==> src/rtl/cr_structs.sv <==
// Shared TLV processor structures: the internal TLV bus word used by the
// TLVP blocks.
package cr_structs;

  localparam int TLVP_ORD_NUM_WIDTH = 10;

  typedef struct packed {
    logic                          insert;
    logic [7:0]                    typen;
    logic                          sot;
    logic                          eot;
    logic [3:0]                    tuser;
    logic [TLVP_ORD_NUM_WIDTH-1:0] ordern;
    logic [63:0]                   tdata;
  } tlvp_if_bus_t;

endpackage

==> src/rtl/cr_tlvp_usr_arb_pkg.sv <==
// Types local to the user TLV arbiter. The state type is exported so that
// benches and debug logic can decode the arbiter FSM.
package cr_tlvp_usr_arb_pkg;

  typedef enum logic [1:0] {
    ST_IDLE     = 2'd0,
    ST_XFER     = 2'd1,
    ST_ERR_HOLD = 2'd2
  } tlvp_usr_arb_state_e;

endpackage

==> src/rtl/cr_tlvp_rr_pick.sv <==
// Rotating-priority encoder: returns the first asserted request at or after
// ptr, wrapping modulo N_REQ. Purely combinational; ptr must be < N_REQ.
module cr_tlvp_rr_pick #(
  parameter int N_REQ   = 4,
  parameter int N_REQ_W = $clog2(N_REQ)
) (
  input  logic [N_REQ-1:0]   req,
  input  logic [N_REQ_W-1:0] ptr,
  output logic               hit,
  output logic [N_REQ_W-1:0] idx
);

  localparam logic [N_REQ_W:0] N_EXT = (N_REQ_W+1)'(N_REQ);

  logic [N_REQ-1:0]              rot_req;
  logic [N_REQ-1:0][N_REQ_W-1:0] rot_idx;

  // Position gi of the rotated view holds source (ptr + gi) mod N_REQ; the
  // explicit subtract keeps the wrap correct for non power-of-two N_REQ.
  for (genvar gi = 0; gi < N_REQ; gi++) begin : g_rot
    logic [N_REQ_W:0] sum_w;
    assign sum_w       = {1'b0, ptr} + (N_REQ_W+1)'(gi);
    assign rot_idx[gi] = (sum_w >= N_EXT) ? N_REQ_W'(sum_w - N_EXT) : N_REQ_W'(sum_w);
    assign rot_req[gi] = req[rot_idx[gi]];
  end

  // Lowest rotated position wins: scan downward so the last hit kept is the nearest.
  always_comb begin
    hit = 1'b0;
    idx = '0;
    for (int k = N_REQ - 1; k >= 0; k--) begin
      if (rot_req[k]) begin
        hit = 1'b1;
        idx = rot_idx[k];
      end
    end
  end

endmodule

==> src/rtl/cr_tlvp_usr_arb.sv <==
// Round-robin arbiter sharing the single user outbound insertion port among
// N_REQ show-ahead TLV sources. A grant is held for a whole TLV (sot..eot),
// pops are qualified by the user FIFO almost-full/full, and the first word of
// each grant is framing-checked.
// Optional build macro: CR_TLVP_USR_ARB_PRIO0_EN gives source 0 strict
// priority at arbitration time (never pre-empting a TLV in flight).
module cr_tlvp_usr_arb
  import cr_structs::*;
  import cr_tlvp_usr_arb_pkg::*;
#(
  parameter int N_REQ   = 4,
  parameter int N_REQ_W = $clog2(N_REQ)
) (
  input  logic                                  clk,
  input  logic                                  rst_n,
  input  logic [N_REQ-1:0]                      req_empty,
  input  logic [N_REQ*$bits(tlvp_if_bus_t)-1:0] req_tlv,
  output logic [N_REQ-1:0]                      req_rd,
  input  logic                                  usr_ob_full,
  input  logic                                  usr_ob_afull,
  output logic                                  usr_ob_wr,
  output tlvp_if_bus_t                          usr_ob_tlv,
  output logic                                  arb_gnt_vld,
  output logic [N_REQ_W-1:0]                    arb_gnt_idx,
  output logic                                  arb_proto_err
);

  localparam int                 TW       = $bits(tlvp_if_bus_t);
  localparam logic [N_REQ_W-1:0] LAST_IDX = N_REQ_W'(N_REQ - 1);

  tlvp_usr_arb_state_e state_reg;
  logic [N_REQ_W-1:0]  gnt_idx_reg;
  logic [N_REQ_W-1:0]  rr_ptr_reg;
  logic                first_reg;
  logic                proto_err_reg;
  logic                usr_ob_wr_reg;
  tlvp_if_bus_t        usr_ob_tlv_reg;

  tlvp_if_bus_t        src_word [N_REQ];
  tlvp_if_bus_t        head_word;
  logic                pop;
  logic                pick_hit;
  logic [N_REQ_W-1:0]  pick_idx;
  logic                sel_hit;
  logic [N_REQ_W-1:0]  sel_idx;
  logic                adv_ptr;
  logic [N_REQ_W-1:0]  rr_ptr_next;

  // Unpack the per-source head words and decode the one-hot pop.
  for (genvar gi = 0; gi < N_REQ; gi++) begin : g_src
    assign src_word[gi] = req_tlv[gi*TW +: TW];
    assign req_rd[gi]   = pop && (gnt_idx_reg == N_REQ_W'(gi));
  end

  assign head_word = src_word[gnt_idx_reg];

  // Afull covers the single word already registered toward the user FIFO.
  assign pop = (state_reg == ST_XFER) && !req_empty[gnt_idx_reg]
               && !usr_ob_afull && !usr_ob_full;

  cr_tlvp_rr_pick #(
    .N_REQ   (N_REQ),
    .N_REQ_W (N_REQ_W)
  ) u_pick (
    .req (~req_empty),
    .ptr (rr_ptr_reg),
    .hit (pick_hit),
    .idx (pick_idx)
  );

`ifdef CR_TLVP_USR_ARB_PRIO0_EN
  // Source 0 overrides the rotation and does not consume a rotation slot.
  assign sel_hit = pick_hit || !req_empty[0];
  assign sel_idx = !req_empty[0] ? '0 : pick_idx;
  assign adv_ptr = (gnt_idx_reg != '0);
`else
  assign sel_hit = pick_hit;
  assign sel_idx = pick_idx;
  assign adv_ptr = 1'b1;
`endif

  assign rr_ptr_next = (gnt_idx_reg == LAST_IDX) ? '0 : gnt_idx_reg + N_REQ_W'(1);

  // Arbitration FSM with registered write port, grant and framing state.
  always_ff @(posedge clk or negedge rst_n) begin
    if (!rst_n) begin
      state_reg      <= ST_IDLE;
      gnt_idx_reg    <= '0;
      rr_ptr_reg     <= '0;
      first_reg      <= 1'b0;
      proto_err_reg  <= 1'b0;
      usr_ob_wr_reg  <= 1'b0;
      usr_ob_tlv_reg <= '0;
    end else begin
      usr_ob_wr_reg <= 1'b0;
      case (state_reg)
        ST_IDLE: begin
          if (sel_hit) begin
            gnt_idx_reg <= sel_idx;
            first_reg   <= 1'b1;
            state_reg   <= ST_XFER;
          end
        end
        ST_XFER: begin
          if (pop) begin
            usr_ob_wr_reg  <= 1'b1;
            usr_ob_tlv_reg <= head_word;
            // First word must open a TLV, every later word must not.
            if (head_word.sot != first_reg) begin
              proto_err_reg <= 1'b1;
            end
            first_reg <= 1'b0;
            if (head_word.eot) begin
              if (adv_ptr) begin
                rr_ptr_reg <= rr_ptr_next;
              end
              state_reg <= ST_IDLE;
            end
          end
        end
        ST_ERR_HOLD: begin
          state_reg <= ST_IDLE;
        end
        default: begin
          state_reg <= ST_ERR_HOLD;
        end
      endcase
    end
  end

  assign usr_ob_wr     = usr_ob_wr_reg;
  assign usr_ob_tlv    = usr_ob_tlv_reg;
  assign arb_gnt_vld   = (state_reg == ST_XFER);
  assign arb_gnt_idx   = gnt_idx_reg;
  assign arb_proto_err = proto_err_reg;

endmodule

==> config.mk <==
export PLATFORM = sky130hd
export DESIGN_NAME = cr_tlvp_usr_arb
export DESIGN_NICKNAME = d
export VERILOG_FILES = /design/src/rtl/cr_structs.sv /design/src/rtl/cr_tlvp_usr_arb_pkg.sv /design/src/rtl/cr_tlvp_rr_pick.sv /design/src/rtl/cr_tlvp_usr_arb.sv
export SDC_FILE = /design/constraint.sdc
export NUM_CORES = 1
export LEC_CHECK = 0
export ABC_AREA = 1
export BUFFER_PORTS_ARGS = -buffer_cell sky130_fd_sc_hd__buf_4
export CELL_PAD_IN_SITES_DETAIL_PLACEMENT = 1
export CELL_PAD_IN_SITES_GLOBAL_PLACEMENT = 1
export CORE_AREA = 2 2 177 179
export CTS_BUF_LIST = sky130_fd_sc_hd__clkbuf_4 sky130_fd_sc_hd__clkbuf_8
export CTS_CLUSTER_DIAMETER = 200
export CTS_CLUSTER_SIZE = 8
export DETAILED_ROUTE_END_ITERATION = 16
export DIE_AREA = 0 0 179 181
export PLACE_DENSITY_LB_ADDON = 0.05
export SYNTH_ARGS = -nofsm -noshare
export SYNTH_HDL_FRONTEND = slang
export SYNTH_SLANG_ARGS = --single-unit
==> constraint.sdc <==
create_clock -name clk -period 1.98 [get_ports clk]
set_input_delay 0.495 -clock clk [delete_from_list [all_inputs] [get_ports clk]]
set_output_delay 0.495 -clock clk [all_outputs]
set_load 0.005 [all_outputs]
==> reports/metrics.csv, run 1 <==
stage,metric,value,unit
grt,vias in the first global route,8909,
synth,Cell variety after synth,22,
synth,top-area cell type share of the netlist area,38.17,%
floorplanning,FP Rows,64,
sta,"Hold Vio Cnt, Final",0,
drt,Post-Route WL,34.65,mm
cts,CTS tree,done,
cells_and_area,fillers,3888,
setup_path,CP startpoint,arb_gnt_idx[0],
drt,Vias per Instance,4.621,
drt,Routed Antenna Nets,0,
cts,clk_lat worst skew,0.38,ns
placement,pre-CTS setup slack,0.09206,ns
setup_path,worst setup path end,req_rd[1],
sta,Worst Skew,0.01404,ns
grt,gr usage total,20.57,%
cts,clock slew at reported path FFs,0.12,ns
synth,number of flops mapped to enable cells by yosys,0,
synth,Mapped Area,6425,um^2
cts,root buffer selected by CTS,clkbuf_8,
sta,RSZ-0062 raised after global routing,yes,
power,Power Density,1295,nW/um^2
synth,Seq cells post-synth,98,
setup_path,r2r worst-path depth,8,
setup_path,flop2flop setup slack,0.12,ns
drt,first-pass iteration count of the detailed router,4,
cells_and_area,"Core Util, Final",35.48,%
synth,Syn Nets,1363,
synth,top post-synthesis cells by area,"dfrtp_1, nand2_1, o21ai_0",
synth,Yosys top cell by area,dfrtp_1,
setup_path,maximum fanout along the worst path,6,
grt,first-pass GRT wire length,51.00,mm
status,status,finished with violations,
synth,"count leader, synth",nand2_1,
grt,largest net degree at the start of global routing,69,
drt,initial DRC count,233,
cts,CTS H-Tree Depth,3,
floorplanning,Die Ht,181,um
synth,sequential area share after synthesis,38.17,%
synth,synthesized area per cell,6.457,um^2
sta,"Min Clock Period, post-route",2.078,ns
setup_path,critical path class,reg -> out,
cells_and_area,Largest register FFs,89,
cts,Clock Tree Buf Depth,2,
flow_run,Max-Cap Viols,0,
sta,tightest slew margin relative to the limit,68.64,%
floorplanning,Die Width,179,um
setup_path,CP required,1.48,ns
sta,period utilization,105.0,%
synth,"Async S/R FF share, synth",100.0,%
cells_and_area,share of post-route cells with drive strength above 1,37.19,%
sta,Final Setup Violations,4,
drt,vias,8456,
sta,Worst-Margin Slew,0.4704,ns
setup_path,CP Launch Type,flop,
cts,CTS Sinks,98,
synth,synth cell count leaders,"nand2_1, nor2_1, o21ai_0",
setup_path,crit path DAT,1.58,ns
drt,DRC,0,
sta,final setup TNS,-0.3220,ns
floorplanning,IO Count,462,
cts,hold-fix buffer count after cts,0,
min_path,Worst Hold Class,in -> async,
sta,Achievable Freq,481.2,MHz
setup_path,worst r2r src,arb_gnt_idx[0],
status,failing checks,negative setup slack,
grt,total global routing overflow,0,
power,maximum vdd drop,0.0005073,V
setup_path,end of the worst register-to-register path,usr_ob_tlv[8],
synth,Main synth FF type,dfrtp_1,
synth,synthesized instance count,995,
cells_and_area,area delta synth->final,67.61,%
setup_path,CP endpoint kind,primary output,
placement,PortBufs,461,
power,Leak,5.570,nW
sta,final setup margin,-0.09830,ns
cells_and_area,Layout Nets,1796,
floorplanning,core area,30350,um^2
drt,post-DR wirelength/cell,18.93,um
cells_and_area,Final Non-Filler Cells,1830,
placement,RePlAce Congestion,0.8081,
floorplanning,die area,32400,um^2
floorplanning,Starting Density,21.17,%
sta,Max Slew Vio Count,0,
placement,HPWL Detailed,26.89,mm
grt,initial antenna violation count,1,
synth,Ys Warns,0,
cts,CTS Buf Count,9,
placement,Inst Count DP,1808,
layer usage:
layer	part of all wire, %	up-vias	wire, um	global-route usage [%]
met4	2.2	0	762	6.114
met3	8.7	30	2999	5.871
li1	-	4143	-	-
met2	50	287	17420	37.26
met1	39	3996	13460	23.07
met5	0	-	0	0
logic make-up (layout without fill, tap and decap cells):
kind of cell    Yosys count  after routing  synth area share (%)
compound gates          275            275                 23.21
fa+ha+maj                 4              4                0.7790
buf+inv                  99            537                 7.050
simple gates            518            518                 30.65
xor+xnor                  1              1                0.1363
flops                    98             98                 38.17
other cells               0              1                     0
cells in the final DEF (no fill, tap or decap), drive strengths merged:
| master | instances |
|---|---|
| inv | 23 |
| clkbuf | 10 |
| nor2 | 189 |
| buf | 499 |
| o21ai | 185 |
| o21bai | 1 |
| ha | 4 |
| and2 | 3 |
| diode | 1 |
| nand2 | 316 |
| clkinvlp | 1 |
| nand3 | 10 |
| o22ai | 87 |
| dfrtp | 98 |
| a21oi | 2 |
| xor2 | 1 |
| clkinv | 4 |
metrics by stage:
stage	hold slack [ns]	power [W]	instance area, um^2
2_1_floorplan	0.1994	0.008124	6425
3_3_place_gp	0.4639	0.01265	10470
3_5_place_dp	0.4679	0.01271	10470
4_1_cts	0.04289	0.01415	10690
5_1_grt	0.04549	0.01535	10770
6_report	0.05975	0.01395	10770
critical path, stage by stage (launching register included):
cell and delay [ns]:
dfrtp_4 0.55, nand2_2 0.08, o21ai_2 0.05, a21oi_2 0.17, nand2_4 0.11, nor2_2 0.11
buf_4 0.12
area by class of cell:
cell class                      count  area (um^2)  share of cell area, %
Clock buffer                        9        123.9                  1.150
Antenna cell                        1        2.502                0.02324
Sequential cell                    98         2457                  22.82
Multi-Input combinational cell    798         3556                  33.02
Inverter                           21        87.58                 0.8133
Timing Repair Buffer              500         3985                  37.00
Tap cell                          396        495.5                  4.601
Clock inverter                      7        61.31                 0.5693
repair_timing:
item	CTS	global route
resized for setup	8	10
buffers inserted	3	1
setup endpoints to repair	4	34
pin swaps	1	3
gates cloned	0	1
power breakdown:
group	internal (W)	switching, W	leakage [nW]
registers	0.00292	0.000605	1.22
clock network	0.000483	0.000821	0.0936
logic	0.00395	0.00517	4.26
total	0.00735	0.00659	5.57
worst min-delay path by stage:
stage,endpoint,slack [ns]
after floorplan,arb_gnt_idx[0],0.20
after global placement,usr_ob_tlv[64],0.46
after detailed placement,usr_ob_tlv[4],0.47
after CTS,usr_ob_tlv[4],0.04
after global routing,usr_ob_tlv[4],0.05
final,usr_ob_tlv[4],0.06
Power figures use the tool's default switching activity.
==> inputs of run 2 (changes only) <==
Settings changed: PLACE_DENSITY_LB_ADDON 0.05 to 0.2.
==> run 2 against run 1 <==
Net effect:
- the flow still finishes with violations (negative setup slack)
- largest power group unchanged
- sequential power barely moved
- wire length is 2.3% lower
- maximum frequency grew 1.4%
- highest routed layer unchanged
- register-to-register slack barely moved
==> reports/metrics.csv, run 2 (same netlist as run 1, synthesis figures left out) <==
stage,metric,value,unit
setup_path,WP buf/inv,2,
setup_path,CP startpoint,arb_gnt_idx[0],
power,Power Density,1318,nW/um^2
power,Leak,5.591,nW
placement,Inst Count DP,1800,
grt,busiest grt layer,met2,
grt,met2 usage,36.86,%
setup_path,Critical Path Slowest Stage Cell,dfrtp_4,
sta,Worst-Margin Slew,0.5839,ns
cells_and_area,Layout Nets,1796,
cells_and_area,"most common cell after layout, fill and taps aside",buf_4,
flow_run,Max-Cap Viols,0,
cells_and_area,most frequent cells in the layout,"buf_4, nand2_1, nor2_1",
grt,vias in the first global route,9025,
setup_path,worst r2r src,arb_gnt_idx[0],
sta,tightest slew margin relative to the limit,61.07,%
floorplanning,Die Width,179,um
sta,RSZ-0062 raised after global routing,yes,
setup_path,critical path class,reg -> out,
cells_and_area,Largest register FFs,89,
grt,total global routing overflow,0,
cells_and_area,Final Non-Filler Cells,1829,
floorplanning,IO Count,462,
setup_path,CP required,1.48,ns
sta,"Hold Vio Cnt, Final",0,
cts,CTS tree,done,
grt,initial antenna violation count,1,
drt,DRC,0,
setup_path,maximum fanout along the worst path,6,
grt,largest net degree at the start of global routing,99,
grt,first-pass GRT wire length,49.37,mm
placement,Placement Cell Area,10380,um^2
cells_and_area,Final Cell Area,10810,um^2
status,failing checks,negative setup slack,
drt,first-pass iteration count of the detailed router,4,
grt,gr usage total,19.76,%
sta,final setup margin,-0.06886,ns
floorplanning,core area,30350,um^2
status,status,finished with violations,
drt,initial DRC count,210,
setup_path,Max stage delay on crit path,0.56,ns
drt,Post-Route WL,33.84,mm
sta,Achievable Freq,488.1,MHz
setup_path,crit path DAT,1.55,ns
placement,PortBufs,461,
setup_path,"Cell Chain, Critical Path","buf_6, o21ai_2, a21oi_2, nand2_4, nor2_2, buf_4",
cts,root buffer selected by CTS,clkbuf_8,
setup_path,CP endpoint kind,primary output,
drt,Vias per Instance,4.658,
placement,HPWL Detailed,25.23,mm
sta,Final Setup Violations,4,
cells_and_area,area delta synth->final,68.26,%
sta,"Min Clock Period, post-route",2.049,ns
sta,Worst Skew,0.01185,ns
sta,Max Slew Vio Count,0,
cts,CTS Sinks,98,
grt,met3 GRT Util,4.714,%
floorplanning,die area,32400,um^2
setup_path,Worst path top cell family by delay,flip-flops,
power,maximum vdd drop,0.0005010,V
floorplanning,FP Rows,64,
cts,hold-fix buffer count after cts,0,
grt,met1 Use GR,21.57,%
cells_and_area,"Core Util, Final",35.62,%
drt,post-DR wirelength/cell,18.50,um
cts,CTS H-Tree Depth,3,
cts,clock slew at reported path FFs,0.10,ns
power,Design Power,0.01425,W
placement,RePlAce Congestion,0.8076,
floorplanning,Starting Density,21.17,%
setup_path,CP Launch Type,flop,
cells_and_area,share of post-route cells with drive strength above 1,37.22,%
floorplanning,Die Ht,181,um
drt,vias,8519,
cts,clk_lat worst skew,0.38,ns
cts,Clock Tree Buf Depth,2,
cts,CTS Buf Count,9,
min_path,Worst Hold Class,in -> async,
sta,period utilization,103.5,%
drt,Routed Antenna Nets,0,
## run 2: cell types whose count changed in the layout (fill, tap and decap cells not counted), moves of 2 or more
cell        previous run  this run
buf_12                14        12
inv_8                  3         0
clkinvlp_4             1         3
clkinv_4               2         0
bufbuf_16              0         2
## run 2: worst reg2reg max path, stage by stage, from the launching register on
cell,delay [ns]
dfrtp_4,0.56
buf_6,0.16
o21ai_2,0.11
a21oi_2,0.08
nand2_4,0.10
buf_4,0.11
buf_4,0.14
clkinv_2,0.11
buf_12,0.20
nand2_1,0.12
nand2_1,0.05
## run 2: repair_timing
action                                  4_1_cts  5_1_grt
resized for setup                             9        8
hold endpoints to repair                      0        0
pin swaps                                     2        1
endpoints found under the setup margin        4        8
buffers inserted                              8        1
gates cloned                                  2        2
## run 2: path summary, 6_finish.rpt
check	endpoint	slack [ns]	depth (start not counted)
min	usr_ob_wr	0.15	2
max reg2reg	usr_ob_tlv[68]	0.12	10
max	req_rd[3]	-0.07	6
min reg2reg	arb_proto_err	0.48	1
min in group clk	usr_ob_tlv[41]	0.48	5
max in group asynchronous	arb_gnt_idx[1]	1.36	2
## run 2: per-stage QoR
stage	setup WS, ns	setup TNS (ns)	hold WS, ns
2_1_floorplan	0.1508	0	0.1994
5_1_grt	-0.1383	-0.5590	0.1832
6_report	-0.06886	-0.2679	0.1517
4_1_cts	-0.1112	-0.4343	0.1716
3_3_place_gp	0.2071	0	0.4633
3_5_place_dp	0.1790	0	0.4662
## run 2: layout make-up
cell class	instances	area, um^2
Clock inverter	4	52.55
Clock buffer	11	145.1
Multi-Input combinational cell	798	3552
Sequential cell	98	2460
Antenna cell	1	2.502
Timing Repair Buffer	500	4020
Fill cell	3848	19540
Inverter	21	82.58
Tap cell	396	495.5
## run 2: per-layer routing
layer / vias up / part of all wire [%]
met5: - / 0
met1: 4044 / 39
met4: 0 / 2.5
met2: 304 / 51
met3: 34 / 7.4
li1: 4137 / -
## run 2: where the power goes
group          internal [W]  total [W]  switching, W
clock network      0.000627    0.00138      0.000757
registers           0.00292    0.00354      0.000617
logic               0.00407    0.00933       0.00526
total               0.00762     0.0143       0.00663
==> inputs of run 3 (changes only) <==
Settings changed: SKIP_LAST_GASP from default to 1.
==> run 3 against run 2 <==
Net effect:
- the run still ends with negative setup slack left
- maximum frequency barely moved
- non-clock buffer count rose by 1
- hold slack got worse by 0.031 ns
- first-iteration DRC count fell by 2.4%
- largest power group unchanged
- highest routed layer unchanged
==> reports/metrics.csv, run 3 (same netlist as run 1, synthesis figures left out) <==
stage,metric,value,unit
grt,met3 GRT Util,4.714,%
sta,period utilization,103.4,%
sta,Worst-Margin Slew,0.6204,ns
min_path,Worst Hold Class,in -> async,
cells_and_area,Final Cell Area,10810,um^2
grt,busiest grt layer,met2,
cts,root buffer selected by CTS,clkbuf_8,
setup_path,"Cell Chain, Critical Path","buf_6, o21ai_2, a21oi_2, nand2_4, nor2_2, buf_4",
drt,post-DR wirelength/cell,18.57,um
drt,first-pass iteration count of the detailed router,5,
setup_path,Stages on worst setup path,6,
cts,CTS H-Tree Depth,3,
sta,"Min Clock Period, post-route",2.047,ns
setup_path,flop2flop setup slack,0.11,ns
floorplanning,FP Rows,64,
grt,vias in the first global route,9011,
power,register share of total power,24.8,%
setup_path,CP required,1.48,ns
setup_path,Max stage delay on crit path,0.56,ns
placement,HPWL Detailed,25.23,mm
setup_path,CP Launch Type,flop,
cts,clk_lat worst skew,0.38,ns
sta,Fin Hold WS,0.1209,ns
setup_path,critical path class,reg -> out,
cells_and_area,Largest register FFs,89,
cts,Clock Tree Buf Depth,2,
power,maximum vdd drop,0.0005021,V
floorplanning,IO Count,462,
drt,vias,8534,
setup_path,CP endpoint kind,primary output,
sta,tightest slew margin relative to the limit,58.64,%
cells_and_area,Final Non-Filler Cells,1830,
placement,PortBufs,461,
sta,Worst Skew,0.01327,ns
status,failing checks,negative setup slack,
sta,final setup margin,-0.06715,ns
cells_and_area,area delta synth->final,68.22,%
placement,Inst Count DP,1800,
placement,Placement Cell Area,10380,um^2
sta,RSZ-0062 raised after global routing,yes,
sta,Final Setup Violations,4,
cts,CTS tree,done,
grt,first-pass GRT wire length,49.32,mm
cts,clock slew at reported path FFs,0.10,ns
drt,DRC,0,
setup_path,Critical Path Slowest Stage Cell,dfrtp_4,
cells_and_area,most frequent cells in the layout,"buf_4, nand2_1, nor2_1",
cells_and_area,"Core Util, Final",35.61,%
grt,initial antenna violation count,1,
grt,largest net degree at the start of global routing,99,
cts,CTS Buf Count,9,
drt,Vias per Instance,4.663,
grt,met2 usage,36.80,%
drt,initial DRC count,205,
cells_and_area,Layout Nets,1797,
drt,Post-Route WL,33.98,mm
grt,gr usage total,19.73,%
cts,hold-fix buffer count after cts,0,
grt,total global routing overflow,0,
setup_path,crit path DAT,1.55,ns
power,Leak,5.593,nW
setup_path,WP buf/inv,2,
floorplanning,Starting Density,21.17,%
status,status,finished with violations,
floorplanning,core area,30350,um^2
floorplanning,Die Width,179,um
sta,"Hold Vio Cnt, Final",0,
power,Switching Share,46.57,%
drt,Routed Antenna Nets,0,
sta,final setup TNS,-0.2611,ns
power,Combinational Power Share,65.6,%
power,NetSw,0.006642,W
setup_path,worst r2r src,arb_gnt_idx[0],
power,Internal Dissipation,0.007620,W
sta,Max Slew Vio Count,0,
grt,met1 Use GR,21.54,%
power,Power Density,1320,nW/um^2
flow_run,Max-Cap Viols,0,
cells_and_area,"most common cell after layout, fill and taps aside",buf_4,
cts,CTS Sinks,98,
setup_path,Worst path top cell family by delay,flip-flops,
setup_path,CP startpoint,arb_gnt_idx[0],
setup_path,r2r worst-path depth,10,
setup_path,end of the worst register-to-register path,usr_ob_tlv[27],
setup_path,maximum fanout along the worst path,6,
cells_and_area,fillers,3846,
floorplanning,Die Ht,181,um
cells_and_area,share of post-route cells with drive strength above 1,37.19,%
placement,RePlAce Congestion,0.8076,
floorplanning,die area,32400,um^2
setup_path,worst setup path end,req_rd[3],
power,Clk pwr share,9.7,%
sta,Achievable Freq,488.5,MHz
-- run 3: cell types whose count changed in the layout (fill, tap and decap cells not counted), sizes merged --
cell / delta
buf: +1
-- run 3: final cells by class --
| type | count | area (um^2) | share of cell area (%) |
|---|---|---|---|
| diodes | 1 | 2.502 | 0.02315 |
| clock buffers | 11 | 145.1 | 1.343 |
| clock inverters | 4 | 52.55 | 0.4862 |
| multi-input cells | 798 | 3552 | 32.87 |
| well taps | 396 | 495.5 | 4.584 |
| repair buffers | 501 | 4018 | 37.17 |
| inverters | 21 | 82.58 | 0.7641 |
| flip-flops and latches | 98 | 2460 | 22.76 |
-- run 3: metal layers --
layer	vias up	wire, um
met2	310	17450
met3	32	2573
li1	4140	-
met5	-	0
met1	4052	13120
met4	0	839
-- run 3: timing repair --
| item | 4_1_cts | 5_1_grt |
|---|---|---|
| cloned | 2 | 2 |
| resized for setup | 7 | 7 |
| buffers inserted | 8 | 2 |
| pin swaps | 2 | 1 |
| setup endpoints to repair | 4 | 9 |
-- run 3: how the worst min path moves through the flow --
| stage | start | end | slack, ns | cells after the start |
|---|---|---|---|---|
| finish | rst_n | usr_ob_tlv[0] | 0.12 | 2 |
| global route | rst_n | usr_ob_wr | 0.18 | 2 |
| CTS | rst_n | usr_ob_wr | 0.17 | 2 |
| detailed placement | usr_ob_tlv[47] | usr_ob_tlv[47] | 0.47 | 2 |
| global placement | usr_ob_tlv[83] | usr_ob_tlv[83] | 0.46 | 2 |
| floorplan | rst_n | arb_gnt_idx[0] | 0.20 | 0 |
-- run 3: metrics by stage --
step	setup WS (ns)	total power [W]
after global placement	0.2071	0.01240
final	-0.06715	0.01426
after floorplan	0.1508	0.008124
after detailed placement	0.1790	0.01251
after global routing	-0.1373	0.01554
after CTS	-0.1112	0.01430
-- run 3: worst register-to-register path, delay by kind of cell, from the launching register on --
| family | cells | cell delay (ns) |
|---|---|---|
| and+or+nand+nor | 3 | 0.26 |
| AOI/OAI and AO/OA | 2 | 0.20 |
| DFF | 1 | 0.56 |
| buffers and inverters | 5 | 0.80 |
-- run 3: power by group through the flow --
| stage | clock network [W] | logic, W | registers, W |
|---|---|---|---|
| after floorplan | 0 | 0.00463 | 0.00350 |
| after global placement | 0 | 0.00882 | 0.00358 |
| after detailed placement | 0 | 0.00892 | 0.00359 |
| after CTS | 0.00146 | 0.00928 | 0.00356 |
| after global routing | 0.00151 | 0.0103 | 0.00368 |
| final | 0.00138 | 0.00935 | 0.00353 |
